File: config.mk
export PLATFORM = sky130hd
export DESIGN_NAME = csa3_operand_collector
export DESIGN_NICKNAME = d
export VERILOG_FILES = /design/src/rtl/csa_pkg.sv /design/src/rtl/csa3_operand_collector_csa.sv /design/src/rtl/csa3_operand_collector.sv
export SDC_FILE = /design/constraint.sdc
export NUM_CORES = 1
export LEC_CHECK = 0
export CORE_MARGIN = 4
export CORE_UTILIZATION = 51
export DETAILED_ROUTE_END_ITERATION = 7
export PLACE_DENSITY = 0.85
export SLEW_MARGIN = 20
export SYNTH_ARGS = -nofsm -noshare
export SYNTH_HDL_FRONTEND = slang
export SYNTH_SLANG_ARGS = --single-unit
File: constraint.sdc
create_clock -name clk -period 2.6 [get_ports clk]
set_clock_uncertainty 0.1 [all_clocks]
set_input_delay 0.52 -clock clk [delete_from_list [all_inputs] [get_ports clk]]
set_output_delay 0.52 -clock clk [all_outputs]
set_load 0.01 [all_outputs]
File: src/rtl/csa_pkg.sv
// Shared definitions for the 3-operand carry-save adder and its operand collector.
package csa_pkg;

    localparam int CSA_OPW  = 4;
    localparam int CSA_SUMW = 6;

    typedef enum logic [1:0] {
        GET0   = 2'd0,
        GET1   = 2'd1,
        GET2   = 2'd2,
        RESULT = 2'd3
    } csa_col_state_t;

endpackage

File: src/rtl/csa3_operand_collector_csa.sv
// Combinational 3-operand, 4-bit carry-save adder: one 3:2 compression layer
// followed by a final carry-propagate add of the sum and shifted carry vectors.
module CSA
    import csa_pkg::*;
(
    input  logic [CSA_OPW-1:0] x,
    input  logic [CSA_OPW-1:0] y,
    input  logic [CSA_OPW-1:0] z,
    output logic [CSA_OPW:0]   s,
    output logic               cout
);

    logic [CSA_OPW-1:0]  partial_sum;
    logic [CSA_OPW-1:0]  partial_carry;
    logic [CSA_SUMW-1:0] total;

    assign partial_sum   = x ^ y ^ z;
    assign partial_carry = (x & y) | (x & z) | (y & z);
    assign total         = {2'b00, partial_sum} + {1'b0, partial_carry, 1'b0};

    assign s    = total[CSA_OPW:0];
    assign cout = total[CSA_SUMW-1];

endmodule

File: src/rtl/csa3_operand_collector.sv
// Valid/ready front-end that gathers operands into zero-padded triples,
// feeds them to the CSA and holds the result until downstream takes it.
module csa3_operand_collector
    import csa_pkg::*;
(
    input  logic                clk,
    input  logic                rst_n,
    input  logic                in_valid,
    output logic                in_ready,
    input  logic [CSA_OPW-1:0]  in_data,
    input  logic                in_last,
    output logic                out_valid,
    input  logic                out_ready,
    output logic [CSA_SUMW-1:0] out_sum,
    output logic [1:0]          out_count
);

    csa_col_state_t     state;
    logic [CSA_OPW-1:0] x_r;
    logic [CSA_OPW-1:0] y_r;
    logic [CSA_OPW-1:0] z_r;
    logic [1:0]         count_r;
    logic [CSA_OPW:0]   csa_s;
    logic               csa_cout;
    logic               in_xfer;
    logic               out_xfer;

    assign in_ready  = (state != RESULT);
    assign out_valid = (state == RESULT);
    assign in_xfer   = in_valid & in_ready;
    assign out_xfer  = out_valid & out_ready;

    CSA u_csa (
        .x    (x_r),
        .y    (y_r),
        .z    (z_r),
        .s    (csa_s),
        .cout (csa_cout)
    );

    // Results are masked outside RESULT so idle outputs read as zero.
    assign out_sum   = out_valid ? {csa_cout, csa_s} : '0;
    assign out_count = out_valid ? count_r : 2'd0;

    always_ff @(posedge clk) begin
        if (!rst_n) begin
            state   <= GET0;
            x_r     <= '0;
            y_r     <= '0;
            z_r     <= '0;
            count_r <= 2'd0;
        end else begin
            case (state)
                GET0: begin
                    if (in_xfer) begin
                        x_r <= in_data;
                        if (in_last) begin
                            y_r     <= '0;
                            z_r     <= '0;
                            count_r <= 2'd1;
                            state   <= RESULT;
                        end else begin
                            state <= GET1;
                        end
                    end
                end
                GET1: begin
                    if (in_xfer) begin
                        y_r <= in_data;
                        if (in_last) begin
                            z_r     <= '0;
                            count_r <= 2'd2;
                            state   <= RESULT;
                        end else begin
                            state <= GET2;
                        end
                    end
                end
                GET2: begin
                    if (in_xfer) begin
                        z_r     <= in_data;
                        count_r <= 2'd3;
                        state   <= RESULT;
                    end
                end
                RESULT: begin
                    if (out_xfer) begin
                        x_r     <= '0;
                        y_r     <= '0;
                        z_r     <= '0;
                        count_r <= 2'd0;
                        state   <= GET0;
                    end
                end
                default: state <= GET0;
            endcase
        end
    end

endmodule

==> results of run 1 <==
-- routing by layer --
metal  vias up  wire, µm  track usage
li1        466         -            -
met1       447      1025       0.2213
met2        26      1345       0.3347
met3         2        94      0.02770
met4         0        13      0.06224
met5         -         0            0
-- cell usage in the layout (no fill, tap or decap), types with 4 or more instances in the layout --
cell type	Yosys	final
nand2_1	15	15
clkdlybuf4s50_1	0	13
nand4_1	12	12
dfxtp_1	16	11
o21ai_0	9	9
ha_1	8	7
inv_2	1	6
inv_1	10	5
buf_4	3	5
dfxtp_2	0	5
and2_1	4	4
a21boi_0	4	4
buf_2	1	4
-- worst max-delay path, delay by kind of cell, from the launching register on --
family,cells,cell delay [ps]
fa+ha+maj,3,920
buf+inv,4,310
flops,1,350
simple gates,2,300
-- area by class of cell --
type / instances / area share
Clock buffer: 3 / 0.01711
Timing Repair Buffer: 23 / 0.1492
Tap cell: 27 / 0.02567
Multi-Input combinational cell: 89 / 0.5285
Sequential cell: 16 / 0.2481
Inverter: 11 / 0.03137
-- flip-flops by register name (all words and copies together), names as in the netlist --
signal and flops:
x_r 4, y_r 4, z_r 4, count_r 2, state 2
-- worst max-delay path by stage --
stage	startpoint	end	slack, ps
6_report	x_r[1]	out_sum[3]	-170
5_1_grt	x_r[1]	out_sum[3]	-220
4_1_cts	x_r[1]	out_sum[3]	-180
3_5_place_dp	z_r[1]	out_sum[5]	-400
3_3_place_gp	z_r[1]	out_sum[3]	-300
2_1_floorplan	z_r[1]	out_sum[3]	130
-- cell families after synthesis --
kind of cell	count (synthesis)	share of synthesized area
muxes	1	0.01039
DFF	16	0.2956
xor gates and xnor gates	1	0.008085
buffers and inverters	20	0.08890
adders and majority gates	13	0.1848
and+or+nand+nor	47	0.2356
AOI/OAI and AO/OA	27	0.1767
-- repair_timing --
item                                    in CTS  in global routing
resized for setup                           29                  5
pin swaps                                    8                  3
endpoints found under the hold margin        0                  0
endpoints found under the setup margin       5                  4
buffers inserted                             0                  1
-- metrics by stage --
stage	setup slack, ps	cells	hold slack [ps]
finish	-165.3	169	350.7
global route	-217.9	169	373.4
CTS	-177.8	168	352.5
detailed placement	-395.1	165	342.8
global placement	-304.4	165	333.7
floorplan	125.3	125	323.8
-- power by group --
part	internal (µW)	switching (µW)	leakage (µW)
Combinational	244	343	0.000394
Clock	53.7	73.8	0.0000138
Sequential	305	42.5	0.000133
Total	603	459	0.000540
==> key figures, run 1 <==
Critical path
  • Worst path arrival time: approximately 2200 ps
  • Reg-to-reg endpoint: y_r[1]
  • WP data required: just under 2000 ps
  • Crit path kind: flop to output port
  • Worst-path fanout max: 2
  • R2R setup slack: roughly 480 ps
  • CP endpoint kind: output port
  • Reg2reg path depth: 6
  • Worst path slowest cell: fa_2
  • Worst setup SP type: flop
  • Cell Chain, Critical Path: inv_2, fa_2, inv_2, ha_4, inv_2, fa_2, nor2b_1, nor3_2, buf_2
  • Reg2reg start: state[1]
  • CP peak stage delay: about 450 ps
  • Most frequent CP cell: inv_2

Die
  • Total die area: about 2900 µm²
  • Row count: 16
  • Initial core utilization: 0.5467
  • Die H: 54.10 µm
  • Die width: 54.10 µm
  • Core ar.: 1982 µm²
  • Ports: 19

Pwr
  • Pleak: approximately 0.00054 µW
  • Largest vdd supply drop: roughly 0.52 mV
  • Power Total: between 1000 and 1500 µW
  • Pwr per Cell Area: approximately 810 nW/µm²

Yosys
  • Mapped Area: ~1100 µm²
  • Yosys cell types: 37
  • Leading post-synthesis cells by cell area: dfxtp_1, fa_1, ha_1
  • Most frequent cells after synthesis: dfxtp_1, nand2_1, nand4_1
  • Yosys warns: 0
  • Number of flops mapped to enable cells by yosys: 0
  • Cell with the most instances after synthesis: dfxtp_1
  • Post-synthesis net count: 147
  • Cells after synthesis: between 100 and 150
  • Synthesized area per cell: slightly below 9 µm²
  • Synth async-reset ratio: 0
  • Yosys reg bits: 16
  • Register area share after synthesis: 0.2956
  • Share of the synthesized area in the top cell type: 0.2956
  • Top_reg_cell synth: dfxtp_1
  • Cell taking the most area after synthesis: dfxtp_1

Outcome
  • Outcome: finished with violations
  • Failing checks: setup timing

Layout
  • Filler cells: 155
  • Layout cell share with drive strength beyond 1: 0.2254
  • Final nets: about 170
  • Multi-input logic area: about 700 µm²
  • Design Area, Final: about 1300 µm²
  • Sequential cell area: ~330 µm²
  • Final core utilization: 0.6641
  • Synthesis-to-finish area growth: 21.48%
  • N_diodes: 0

Placement
  • Gpl congestion: 0.8144
  • Hpwl dp: approximately 1.8 mm
  • Placement Cell Area: between 1000 and 1500 µm²
  • PortBufs: 18

STA
  • Unrepaired setup endpoints after global routing: yes
  • Fmax: 361.6 MHz
  • Setup_tns: -574.6 ps
  • Final setup viols: 4
  • Max-slew violations: 0
  • Max_slew headroom: 0.6344
  • Tmin final: 2765 ps
  • Tcrit/Tclk final: 1.064
  • Worst Tran Pin Value: around 550 ps
  • Final worst slack: -165.3 ps
  • Hold Fails Final Rpt: 0

GRT
  • Largest net degree at the start of global routing: 17
  • Antenna violations before repair: 0
  • Vias in the first global route: 858
  • First-pass GRT wire length: a little under 4 mm
  • Total global routing overflow: 0
  • GRT Total Usage: 0.1853

Detailed routing
  • DRT iter0 DRCs: 48
  • Wire per inst: between 10 and 15 µm
  • Drt first pass iters: 4
  • Drt drc: 0
  • Post-route ant nets: 0
  • Vias per Instance: around 5.6
  • Vias post-DR: approximately 940
  • Routed WL: approximately 2.5 mm

Hold path
  • WHS Path Cells: 2
  • Hold WC Path Type: flop to flop
  • Min-delay src: z_r[1]
  • Hold endpoint: z_r[1]

Clock tree
  • Hold_buf cts: 0
  • Clk buf depth: 2
  • Clk sinks: 16
  • Worst-path clk slew: about 90 ps
  • Clk root buf: clkbuf_4
  • Worst skew pair latency: between 200 and 300 ps
  • Htree depth: 1
  • CTS tree: done
  • Cts bufs inserted: 3

Job
  • Max-cap viol count: 0
(Power assumes the default switching activity.)
==> inputs of run 2 (changes only) <==
Settings changed: CORE_ASPECT_RATIO set to 1.25.
==> run 2 against run 1 <==
Effect of this change:
- the flow still finishes with violations (setup timing)
- critical path depth is the same
- non-clock buffer count shrank 1
- first-iteration DRC count shrank 44%
- sequential power is essentially flat
- critical path type unchanged
- largest power group unchanged
==> key figures, run 2 (same netlist as run 1, synthesis figures left out) <==
Pwr
  • Pwr per Cell Area: 833.6 nW/µm² (was 807.4 nW/µm²)
  • Net Sw Frac: 0.4114 (was 0.4322)
  • Pleak: 0.0005410 µW (was 0.0005403 µW)
  • Largest vdd supply drop: 0.5670 mV (was 0.5224 mV)
  • P_int: 641.5 µW (was 603.4 µW)
  • Combinational power share: 0.532 (was 0.553)
  • Sw power: 448.4 µW (was 459.3 µW)
  • Clock power share: 0.149 (was 0.120)
  • Flop pwr share: 0.319 (was 0.327)

Detailed routing
  • Routed WL: 2.281 mm (was 2.480 mm)
  • Vias post-DR: 955 (was 941)
  • Post-route ant nets: 0 (unchanged)
  • Drt drc: 0 (unchanged)
  • Drt first pass iters: 4 (unchanged)
  • DRT iter0 DRCs: 27 (was 48)
  • Wire per inst: 14.08 µm (was 14.67 µm)
  • Vias per Instance: 5.895 (was 5.568)

STA
  • Min Hold Slack: 356.2 ps (was 350.7 ps)
  • Max-slew violations: 0 (unchanged)
  • Final worst slack: -143.3 ps (was -165.3 ps)
  • Setup_tns: -536.2 ps (was -574.6 ps)
  • Tmin final: 2743 ps (was 2765 ps)
  • Final setup viols: 4 (unchanged)
  • Fmax: 364.5 MHz (was 361.6 MHz)
  • Unrepaired setup endpoints after global routing: yes (unchanged)
  • Tcrit/Tclk final: 1.055 (was 1.064)
  • Max_slew headroom: 0.6521 (was 0.6344)
  • Worst Tran Pin Value: 521.8 ps (was 548.5 ps)
  • Hold Fails Final Rpt: 0 (unchanged)

Placement
  • Placement Setup Slack: -372.9 ps (was -395.1 ps)
  • Placement Cell Area: 1264 µm² (was 1272 µm²)
  • Gpl congestion: 0.7546 (was 0.8144)
  • Hpwl dp: 1.744 mm (was 1.755 mm)
  • PortBufs: 18 (unchanged)

GRT
  • First-pass GRT wire length: 3.864 mm (was 3.891 mm)
  • GRT Total Usage: 0.1701 (was 0.1853)
  • Largest net degree at the start of global routing: 21 (was 17)
  • Total global routing overflow: 0 (unchanged)
  • Antenna violations before repair: 0 (unchanged)
  • Vias in the first global route: 885 (was 858)

Critical path
  • Crit path kind: flop to output port (unchanged)
  • Most frequent CP cell: inv_2 (unchanged)
  • WP data required: 1980 ps (about the same)
  • Cell Chain, Critical Path: inv_2, fa_2, inv_2, ha_4, inv_2, fa_2, nor2b_1, nor3_1, buf_2 (was inv_2, fa_2, inv_2, ha_4, inv_2, fa_2, nor2b_1, nor3_2, buf_2)
  • Worst path arrival time: 2120 ps (was 2150 ps)
  • WP depth: 9 (unchanged)
  • Worst path slowest cell: fa_2 (unchanged)
  • CP bufs+invs: 4 (unchanged)
  • CP endpoint kind: output port (unchanged)
  • CP peak stage delay: 450 ps (about the same)
  • Reg2reg path depth: 7 (was 6)
  • Worst-path fanout max: 2 (unchanged)
  • Delay-heaviest family, CP: adder cells (unchanged)
  • Worst setup SP type: flop (unchanged)

Die
  • Ports: 19 (unchanged)
  • Initial core utilization: 0.5406 (was 0.5467)
  • Core ar.: 2004 µm² (was 1982 µm²)
  • Row count: 18 (was 16)
  • Die width: 49.23 µm (was 54.10 µm)
  • Total die area: 2931 µm² (was 2926 µm²)
  • Die H: 59.54 µm (was 54.10 µm)

Layout
  • Commonest non-fill, non-tap cell in the layout: nand2_1 (unchanged)
  • Final core utilization: 0.6523 (was 0.6641)
  • Synthesis-to-finish area growth: 20.67% (was 21.48%)
  • Biggest regs: x_r x4, y_r x4, z_r x4 (unchanged)
  • N_diodes: 0 (unchanged)
  • Final nets: 165 (was 166)
  • Most frequent cells in the layout: nand2_1, clkdlybuf4s50_1, nand4_1, dfxtp_1, o21ai_0 (unchanged)
  • Layout cell share with drive strength beyond 1: 0.2042 (was 0.2254)
  • Design Area, Final: 1308 µm² (was 1316 µm²)

Clock tree
  • Clk sinks: 16 (unchanged)
  • Htree depth: 1 (unchanged)
  • Clk buf depth: 2 (unchanged)
  • Clk root buf: clkbuf_4 (unchanged)
  • CTS tree: done (unchanged)
  • Worst skew pair latency: 280 ps (about the same)
  • Post-CTS setup buffer count: 0 (unchanged)
  • Cts bufs inserted: 3 (unchanged)
  • Worst-path clk slew: 100 ps (was 90 ps)
  • Hold_buf cts: 0 (unchanged)

Job
  • Max-cap viol count: 0 (unchanged)

Hold path
  • WHS Path Cells: 2 (unchanged)
  • Hold WC Path Type: flop to flop (unchanged)

Outcome
  • Outcome: finished with violations (unchanged)
  • Failing checks: setup timing (unchanged)
-- run 2: tightest hold or removal path, stage by stage, from the launching register on --
cell and delay, ps:
dfxtp_1 310, nand2_1 40, o21ai_0 60
-- run 2: timing repair --
item                       in CTS  in global routing
hold endpoints to repair        0                  0
resized for setup              31                  0
setup endpoints to repair       5                  4
pin swaps                       8                  1
cloned                          0                  0
-- run 2: layout make-up --
class	instances	area, µm²
Tap cell	20	25.02
Inverter	11	41.29
Timing Repair Buffer	22	188.9
Fill cell	166	696.9
Sequential cell	16	325.3
Multi-Input combinational cell	89	690.7
Clock buffer	4	36.28
-- run 2: routing by layer --
layer,up-vias,GRT usage,wire (µm)
met4,0,0.07317,12
li1,471,-,-
met1,457,0.1941,901
met5,-,0,0
met3,2,0.03526,127
met2,25,0.3065,1239
-- run 2: final timing paths --
path / from / to / slack, ps
max: x_r[1] / out_sum[3] / -140
max reg2reg: state[1] / z_r[1] / 420
min reg2reg: count_r[1] / count_r[1] / 360
min: count_r[1] / count_r[1] / 360
-- run 2: per-stage QoR --
step	total power, µW	cells
finish	1090	162
global route	1181	162
CTS	1091	162
detailed placement	915.2	158
global placement	886.1	158
floorplan	780.3	125
-- run 2: power by group through the flow --
stage                     combinational [µW]  clock [µW]  sequential [µW]
after floorplan                          441           0              340
after global placement                   541           0              345
after detailed placement                 565           0              350
after CTS                                576         167              348
after global routing                     642         182              357
final                                    580         162              347
